$ cat config.mk
export PLATFORM = sky130hd
export DESIGN_NAME = riio_bias_ctrl
export DESIGN_NICKNAME = d
export VERILOG_FILES = /design/src/rtl/riio_bias_ctrl.sv
export SDC_FILE = /design/constraint.sdc
export NUM_CORES = 1
export LEC_CHECK = 0
export CAP_MARGIN = 10
export CORE_ASPECT_RATIO = 0.8
export CORE_UTILIZATION = 49
export DETAILED_ROUTE_END_ITERATION = 7
export GPL_TIMING_DRIVEN = 0
export PLACE_DENSITY = 0.94
export SYNTH_ARGS = -nofsm -noshare
export SYNTH_HDL_FRONTEND = slang
export SYNTH_SLANG_ARGS = --single-unit
$ cat constraint.sdc
create_clock -name CLK_I -period 3.18 [get_ports CLK_I]
set_input_delay 0.477 -clock CLK_I [delete_from_list [all_inputs] [get_ports CLK_I]]
set_output_delay 0.477 -clock CLK_I [all_outputs]
set_load 0.01 [all_outputs]
$ cat src/rtl/riio_bias_ctrl.sv
// Bias macro power sequencer: bandgap startup kick, settle wait with bounded retry,
// fault latch, and READY-gated channel/VBIAS enables with loadable trim registers.
module riio_bias_ctrl #(
  parameter int N_CH        = 16,
  parameter int STARTUP_CYC = 8,
  parameter int SETTLE_CYC  = 64,
  parameter int MAX_RETRY   = 3
) (
  input  logic            CLK_I,
  input  logic            RST_N_I,
  input  logic            EN_I,
  input  logic            EN_VBIAS_I,
  input  logic [N_CH-1:0] CH_EN_I,
  input  logic            TRIM_LD_I,
  input  logic [3:0]      TRIM_BIAS_I,
  input  logic [4:0]      TRIM_CURV_I,
  input  logic [4:0]      TRIM_VBG_I,
  input  logic            BG_VALID_N_I,
  output logic            BG_EN_O,
  output logic            BG_STARTUP_O,
  output logic            VBIAS_EN_O,
  output logic [3:0]      TRIM_BIAS_O,
  output logic [4:0]      TRIM_CURV_O,
  output logic [4:0]      TRIM_VBG_O,
  output logic [N_CH-1:0] CH_EN_O,
  output logic            READY_O,
  output logic            FAULT_O,
  output logic [2:0]      STATE_O
);

  localparam int CNT_MAX = (STARTUP_CYC > SETTLE_CYC) ? STARTUP_CYC : SETTLE_CYC;
  localparam int CNT_W   = (CNT_MAX > 1) ? $clog2(CNT_MAX) : 1;
  localparam logic [CNT_W-1:0] START_LOAD  = CNT_W'(STARTUP_CYC - 1);
  localparam logic [CNT_W-1:0] SETTLE_LOAD = CNT_W'(SETTLE_CYC - 1);
  localparam logic [2:0]       RETRY_LIM   = 3'(MAX_RETRY);

  typedef enum logic [2:0] {
    OFF     = 3'd0,
    STARTUP = 3'd1,
    SETTLE  = 3'd2,
    READY   = 3'd3,
    FAULT   = 3'd4
  } stateT;

  stateT            state, nextState;
  logic [CNT_W-1:0] cycleCnt, nextCnt;
  logic [2:0]       retryCnt, nextRetry;
  logic             lowSeen, nextLow;
  logic             validSync1, validSync2;
  logic             bgValid;
  logic             doRetry;

  always_ff @(posedge CLK_I or negedge RST_N_I) begin
    if (!RST_N_I) begin
      validSync1 <= 1'b1;
      validSync2 <= 1'b1;
    end else begin
      validSync1 <= BG_VALID_N_I;
      validSync2 <= validSync1;
    end
  end

  assign bgValid = !validSync2;

  // Failed settle and a sustained READY drop share one retry/fault decision.
  always_comb begin
    nextState = state;
    nextCnt   = cycleCnt;
    nextRetry = retryCnt;
    nextLow   = 1'b0;
    doRetry   = 1'b0;
    if (!EN_I) begin
      nextState = OFF;
      nextCnt   = '0;
      nextRetry = '0;
    end else begin
      case (state)
        OFF: begin
          nextState = STARTUP;
          nextCnt   = START_LOAD;
        end
        STARTUP: begin
          if (cycleCnt == '0) begin
            nextState = SETTLE;
            nextCnt   = SETTLE_LOAD;
          end else begin
            nextCnt = cycleCnt - CNT_W'(1);
          end
        end
        SETTLE: begin
          if (bgValid) begin
            nextState = READY;
            nextCnt   = '0;
          end else if (cycleCnt == '0) begin
            doRetry = 1'b1;
          end else begin
            nextCnt = cycleCnt - CNT_W'(1);
          end
        end
        READY: begin
          if (!bgValid && lowSeen) begin
            doRetry = 1'b1;
          end else if (TRIM_LD_I) begin
            nextState = SETTLE;
            nextCnt   = SETTLE_LOAD;
          end else begin
            nextLow = !bgValid;
          end
        end
        FAULT: nextState = FAULT;
        default: begin
          nextState = OFF;
          nextCnt   = '0;
        end
      endcase

      if (doRetry) begin
        if (retryCnt < RETRY_LIM) begin
          nextRetry = retryCnt + 3'd1;
          nextState = STARTUP;
          nextCnt   = START_LOAD;
        end else begin
          nextState = FAULT;
          nextCnt   = '0;
        end
      end
    end
  end

  // Outputs are decoded from the next state so they switch on the entering edge.
  always_ff @(posedge CLK_I or negedge RST_N_I) begin
    if (!RST_N_I) begin
      state        <= OFF;
      cycleCnt     <= '0;
      retryCnt     <= '0;
      lowSeen      <= 1'b0;
      BG_EN_O      <= 1'b0;
      BG_STARTUP_O <= 1'b0;
      VBIAS_EN_O   <= 1'b0;
      READY_O      <= 1'b0;
      FAULT_O      <= 1'b0;
      CH_EN_O      <= '0;
      TRIM_BIAS_O  <= 4'b1000;
      TRIM_CURV_O  <= 5'b10000;
      TRIM_VBG_O   <= 5'b10000;
    end else begin
      state        <= nextState;
      cycleCnt     <= nextCnt;
      retryCnt     <= nextRetry;
      lowSeen      <= nextLow;
      BG_EN_O      <= (nextState == STARTUP) || (nextState == SETTLE) || (nextState == READY);
      BG_STARTUP_O <= (nextState == STARTUP);
      READY_O      <= (nextState == READY);
      FAULT_O      <= (nextState == FAULT);
      VBIAS_EN_O   <= (nextState == READY) && EN_VBIAS_I;
      CH_EN_O      <= (nextState == READY) ? CH_EN_I : '0;
      if (TRIM_LD_I && (state != FAULT)) begin
        TRIM_BIAS_O <= TRIM_BIAS_I;
        TRIM_CURV_O <= TRIM_CURV_I;
        TRIM_VBG_O  <= TRIM_VBG_I;
      end
    end
  end

  assign STATE_O = state;

endmodule

* Word-level counts from Yosys, hierarchy flattened
Cells that the tools add are included.
** Word-level totals
- Logic and storage cells :: 72
- Output and inout port bits :: 38
- Register bits after elaboration :: 50
- Input port bits :: 36
** Cells by class
- Muxes and demuxes :: 30
- $add $sub $neg :: 2
- Eq/ne operators :: 15
- Reduce and logical (&&, ||, !) cells :: 9
- Order comparisons :: 1
** Operators with widths (number)
- 6-bit 2-to-1 mux :: 7
- 3-bit 2-to-1 mux :: 11
- 6-bit case mux with 5 select lines :: 1
- 16-bit 2-to-1 mux :: 1
- 3-bit case mux with 5 select lines :: 1
- 3-bit by 2-bit == test with 1-bit output (second input constant) :: 4
- 1-bit 2-to-1 mux :: 8
- 4-bit inequality test (second input constant) :: 2
- 3-bit by 1-bit == test with 1-bit output (second input constant) :: 2
- 3-bit == test (second input constant) :: 2
- 6-bit zero test :: 1
- 3-bit inequality test (second input constant) :: 2
- 6-bit by 1-bit subtractor with 6-bit output (second input constant) :: 1
- 5-bit inequality test (second input constant) :: 1
- 2-bit by 1-bit inequality test with 1-bit output (second input constant) :: 2
- 4-bit AND reduction :: 1
- 3-bit by 1-bit adder with 3-bit output (second input constant) :: 1
- 1-bit logical AND :: 3
- 3-bit zero test :: 1
- 3-bit by 2-bit < comparator with 1-bit output (second input constant) :: 1
- 1-bit logical OR :: 2
- 1-bit case mux with 2 select lines :: 1
- 2-bit AND reduction :: 1

* Longest topological paths before layout
- Word-level depth :: 10
- Gate-level depth with buffers :: 8
- Mapped depth without buffers :: 7

* Least setup slack after synthesis
No wires, ideal clock.
- Path kind :: reg-to-reg
- Start :: reg cycleCnt[0]
- End :: reg CH_EN_O[10]
- Cell stages (with the launch flop) :: 9
- Path slack :: 1.428 ns
- Data arrival time :: 1.636 ns
- Required time :: 3.063 ns
- Library setup time :: 0.117 ns
- Path buffers :: 1
- Clock period less this slack :: 1.752 ns
- Cells stage by stage :: dfrtp_1 > inv_1 > ha_1 > nor3b_4 > a21oi_2 > and2_4 > o2111a_4 > buf_6 > and2_4
** Between the ends
- Longest elaborated chain between the ends :: 9
- Elaborated cells on any way between the ends :: 11
- Those cells by class :: eq/ne (1); mux (9); reduce/logical (1)
** RTL lines
- from (decl) :: RTL line 46 : logic [CNT_W-1:0] cycleCnt, nextCnt;
- from (signal assigned) :: RTL line 148 : cycleCnt <= nextCnt;
- 6-bit zero test * :: RTL line 83, 94
- 1-bit 2-to-1 mux :: RTL line 94 : end else if (cycleCnt == '0) begin
- 1-bit 2-to-1 mux :: RTL line 91 : if (bgValid) begin
- 1-bit case mux with 2 select lines :: RTL line 77 : case (state)
- 1-bit 2-to-1 mux :: RTL line 72 : if (!EN_I) begin
- 3-bit 2-to-1 mux * :: RTL line 117 : if (doRetry) begin
- 3-bit 2-to-1 mux * :: RTL line 72
- 3-bit by 2-bit == test with 1-bit output * :: RTL line 156 : CH_EN_O <= (nextState == READY) ? CH_EN_I : '0;
- 16-bit 2-to-1 mux * :: RTL line 156
- to (signal assigned) :: RTL line 156
- to (decl) :: RTL line 25 : output logic [N_CH-1:0] CH_EN_O,
Mark *: on every way between the ends. The rest lies on a longest branch, timed or not. The select of a mux whose other input is x is not followed.
A chain may end at the register's enable or synchronous reset.

* Worst setup path after layout
- Start :: in TRIM_LD_I
- End :: reg CH_EN_O[7]
** Between the ends
- Longest elaborated chain between the ends :: 7
** RTL lines
- from (decl) :: RTL line 14 : input logic TRIM_LD_I,
- 3-bit 2-to-1 mux :: RTL line 103 : end else if (TRIM_LD_I) begin
- 3-bit 2-to-1 mux :: RTL line 101 : if (!bgValid && lowSeen) begin
- 3-bit case mux with 5 select lines :: RTL line 77
- 3-bit 2-to-1 mux :: RTL line 117
- 3-bit 2-to-1 mux :: RTL line 72
- 3-bit by 2-bit == test with 1-bit output :: RTL line 156
- 16-bit 2-to-1 mux :: RTL line 156
No other way between the ends.

==> results by group <==
Outcome
  – Status: complete, no violations

GRT
  – Initial antenna violation count: 0
  – GR Overflow Total: 0
  – GRT Total Usage: 0.2282
  – Largest net degree at the start of global routing: 40
  – Number of global-route vias before repair: roughly 1700
  – First-pass GRT wire length: between 7000 and 8000 um

Final layout
  – Cell area after layout: 3113 um2
  – Synth-to-Final Area Change: 41.77%
  – Final nets: 292
  – Layout cells sized above 1: 0.2196
  – Number of diodes: 0

Timing
  – Slew margin rel.: 0.6912
  – Final Slew Violations: 0
  – Unrepaired setup endpoints after global routing: no
  – Max Clk Rate: 0.4981 GHz
  – Setup TNS Final: 0 ns
  – Min Clock Period, post-route: around 2 ns
  – Period Utilization, post-route: 0.6313
  – Hold WS: 0.05683 ns
  – Final setup violation count: 0
  – Final worst setup slack: 1.172 ns
  – Final Hold Viols: 0
  – Worst-Margin Slew: ~0.46 ns
  – Post-Route Skew: 0.01019 ns

Detailed routing
  – 1st-iter DRT viols: 122
  – DR DRC count: 0
  – WL final: between 4000 and 5000 um
  – Post-DRT Antenna Nets: 0
  – Routed vias/inst: approximately 5.4
  – Detailed Routing Iterations Pass 1: 4
  – Via count: 1676
  – Wire per inst: 15.85 um

Power and ir drop
  – Switch share: 0.2888
  – Power density over the cells: roughly 550 nW/um2
  – Comb power frac: 0.300
  – Sequential share of power: 0.449
  – Int Power: between 1000 and 1500 uW
  – P_leak: 0.001369 uW
  – Peak supply drop: a little over 0.5 mV
  – Clock network fraction of design power: 0.251
  – Switching pwr: ~500 uW
  – Total Power: 1726 uW

CTS
  – Clk Latency, worst-skew pair: 0.30 ns
  – Setup bufs post-CTS: 0
  – Clk sink count: 50
  – TritonCTS Buffers: 5
  – CTS tree: built
  – Buffer depth of the longest clock path: 2
  – H-tree levels: 2
  – Clock-pin transition on the worst setup and hold timing paths: 0.09 ns
  – CTS root buffer: clkbuf_8
  – Hold-fix buffers, CTS: 0
  – Post_cts resized: 0

Logic synthesis
  – Seq/Total Area, Yosys: 0.5726
  – Avg Inst Size Synth: 12.62 um2
  – Asr flop ratio synth: 1.000
  – Area leader, netlist: dfrtp_1
  – Syn. warnings: 0
  – Number of synthesized flops with an enable pin: 0
  – Synth cell types: 57
  – Syn Inst Count: roughly 170
  – Leading post-synthesis cells by cell area: dfrtp_1 51%, dfstp_2 6.0%, mux2_2 5.1%
  – Ys flop type: dfrtp_1
  – Post-synthesis register bit count: 50
  – Synthesized Nets: 212
  – Post-Syn Area: 2196 um2
  – Top-area cell type share of the netlist area: 0.5128

Die
  – Core ar.: approximately 4200 um2
  – Top-Level Pins: 74
  – Die Wd: 76.85 um
  – Die area: 4755 um2
  – Rows: 21
  – Starting Density: 0.5191
  – Die height: about 62 um

Setup path
  – Reg2reg setup slack: 1.17 ns
  – Max incr delay on CP: 0.55 ns
  – Setup CP Type: in2reg
  – Crit path cell chain: clkdlybuf4s50_1, a21boi_1, o22ai_1, and2b_1, o2111a_4, buf_6, and2_4
  – Crit path DAT: about 2.2 ns
  – Worst R2R Path Depth: 8
  – Worst EP required: 3.37 ns
  – Slowest-stage cell, CP: clkdlybuf4s50_1
  – Crit path max fanout: 10
  – Critical path capture point type: flop
  – Worst setup SP type: input pin

Placed design
  – Port Buf Inserts: between 70 and 80
  – Placement Setup Slack: a little over 0.9 ns
  – Dpl hpwl: 3795 um
  – DP Area: 3003 um2
  – Final GP Congestion: 0.8570

Flow run
  – Max_cap viols: 0

Worst hold path
  – Tightest Hold Check Type: in2async
## cell usage after synthesis, drive strengths merged (2+ instances only)
cell type and n:
a21oi 4, a31o 2, a31oi 3, a32o 2
and2 19, and3 2, buf 6, dfrtp 45
dfstp 5, ha 2, inv 5, mux2 14
nand2 8, nand2b 3, nand3 3, nor2 11
nor3b 3, nor4 4, o21a 2, o21ai 7
o22ai 2, xor2 2
## power by group through the flow
stage | Sequential, uW | Clock, uW | Combinational [uW]
after floorplan | 802 | 0 | 269
after global placement | 779 | 0 | 490
after detailed placement | 785 | 0 | 516
after CTS | 774 | 440 | 518
after global routing | 788 | 466 | 564
final | 775 | 433 | 519
## path summary, 6_finish.rpt
check | start | to
min reg2reg | validSync1$_DFF_PN1_ | validSync2$_DFF_PN1_
max reg2reg | cycleCnt[0]$_DFFE_PN0P_ | CH_EN_O[7]$_DFF_PN0_
min in group CLK_I | validSync1$_DFF_PN1_ | validSync2$_DFF_PN1_
max | TRIM_LD_I | CH_EN_O[7]$_DFF_PN0_
max in group asynchronous | RST_N_I | validSync1$_DFF_PN1_
min | RST_N_I | cycleCnt[3]$_DFFE_PN0P_
## metal layers
layer / part of all wire / wire (um) / track usage / vias to the layer above
met5: 0 / 0 / 0 / -
met4: 0.025 / 123 / 0.1346 / 0
met3: 0.079 / 391 / 0.06131 / 13
met2: 0.50 / 2459 / 0.3878 / 80
met1: 0.40 / 1970 / 0.2722 / 811
li1: - / - / - / 772
## cells by family (layout without fill, tap and decap cells)
logic type,after synthesis,in the layout,share of synthesized area
xor+xnor,2,2,0.007979
buf+inv,11,92,0.02621
simple gates,61,61,0.1903
fa+ha+maj,2,2,0.01139
flops,50,50,0.5727
compound gates,34,34,0.1197
mux,14,14,0.07179
## critical path: cells and delay by family
kind	cells	cell delay, ns
AND/OR/NAND/NOR	2	0.35
buffers and inverters	2	0.70
AO/OA/AOI/OAI	3	0.66
## metrics by stage
stage	cells	utilization
2_1_floorplan	174	-
6_report	312	0.7359
5_1_grt	312	0.7359
4_1_cts	312	0.7359
3_5_place_dp	304	0.7098
3_3_place_gp	303	0.7063
## cells in the final DEF, fill, tap and decap left out, drive strengths merged, types with 2 or more instances in the layout
master | synthesis | layout
clkdlybuf4s50 | 0 | 71
dfrtp | 45 | 45
and2 | 19 | 19
mux2 | 14 | 14
nor2 | 11 | 11
nand2 | 8 | 8
buf | 6 | 8
o21ai | 7 | 7
clkbuf | 0 | 6
dfstp | 5 | 5
inv | 5 | 5
a21oi | 4 | 4
nor4 | 4 | 4
a31oi | 3 | 3
nand3 | 3 | 3
nand2b | 3 | 3
nor3b | 3 | 3
o22ai | 2 | 2
o21a | 2 | 2
xor2 | 2 | 2
a32o | 2 | 2
ha | 2 | 2
and3 | 2 | 2
a31o | 2 | 2
## layout make-up
type	count	area (um2)
fillers	298	1117
plain buffers	6	38.79
clock inverters	2	37.54
repair buffers	73	735.7
flip-flops and latches	50	1257
inverters	5	18.77
multi-input cells	113	880.8
well taps	57	71.32
clock buffers	6	72.57
## sequential cells by signal, indices dropped and copies added (netlist names), 3 cells and up
name	count
CH_EN_O	16
STATE_O	3
TRIM_BIAS_O	4
TRIM_CURV_O	5
TRIM_VBG_O	5
cycleCnt	6
retryCnt	3
(Power assumes the default switching activity.)
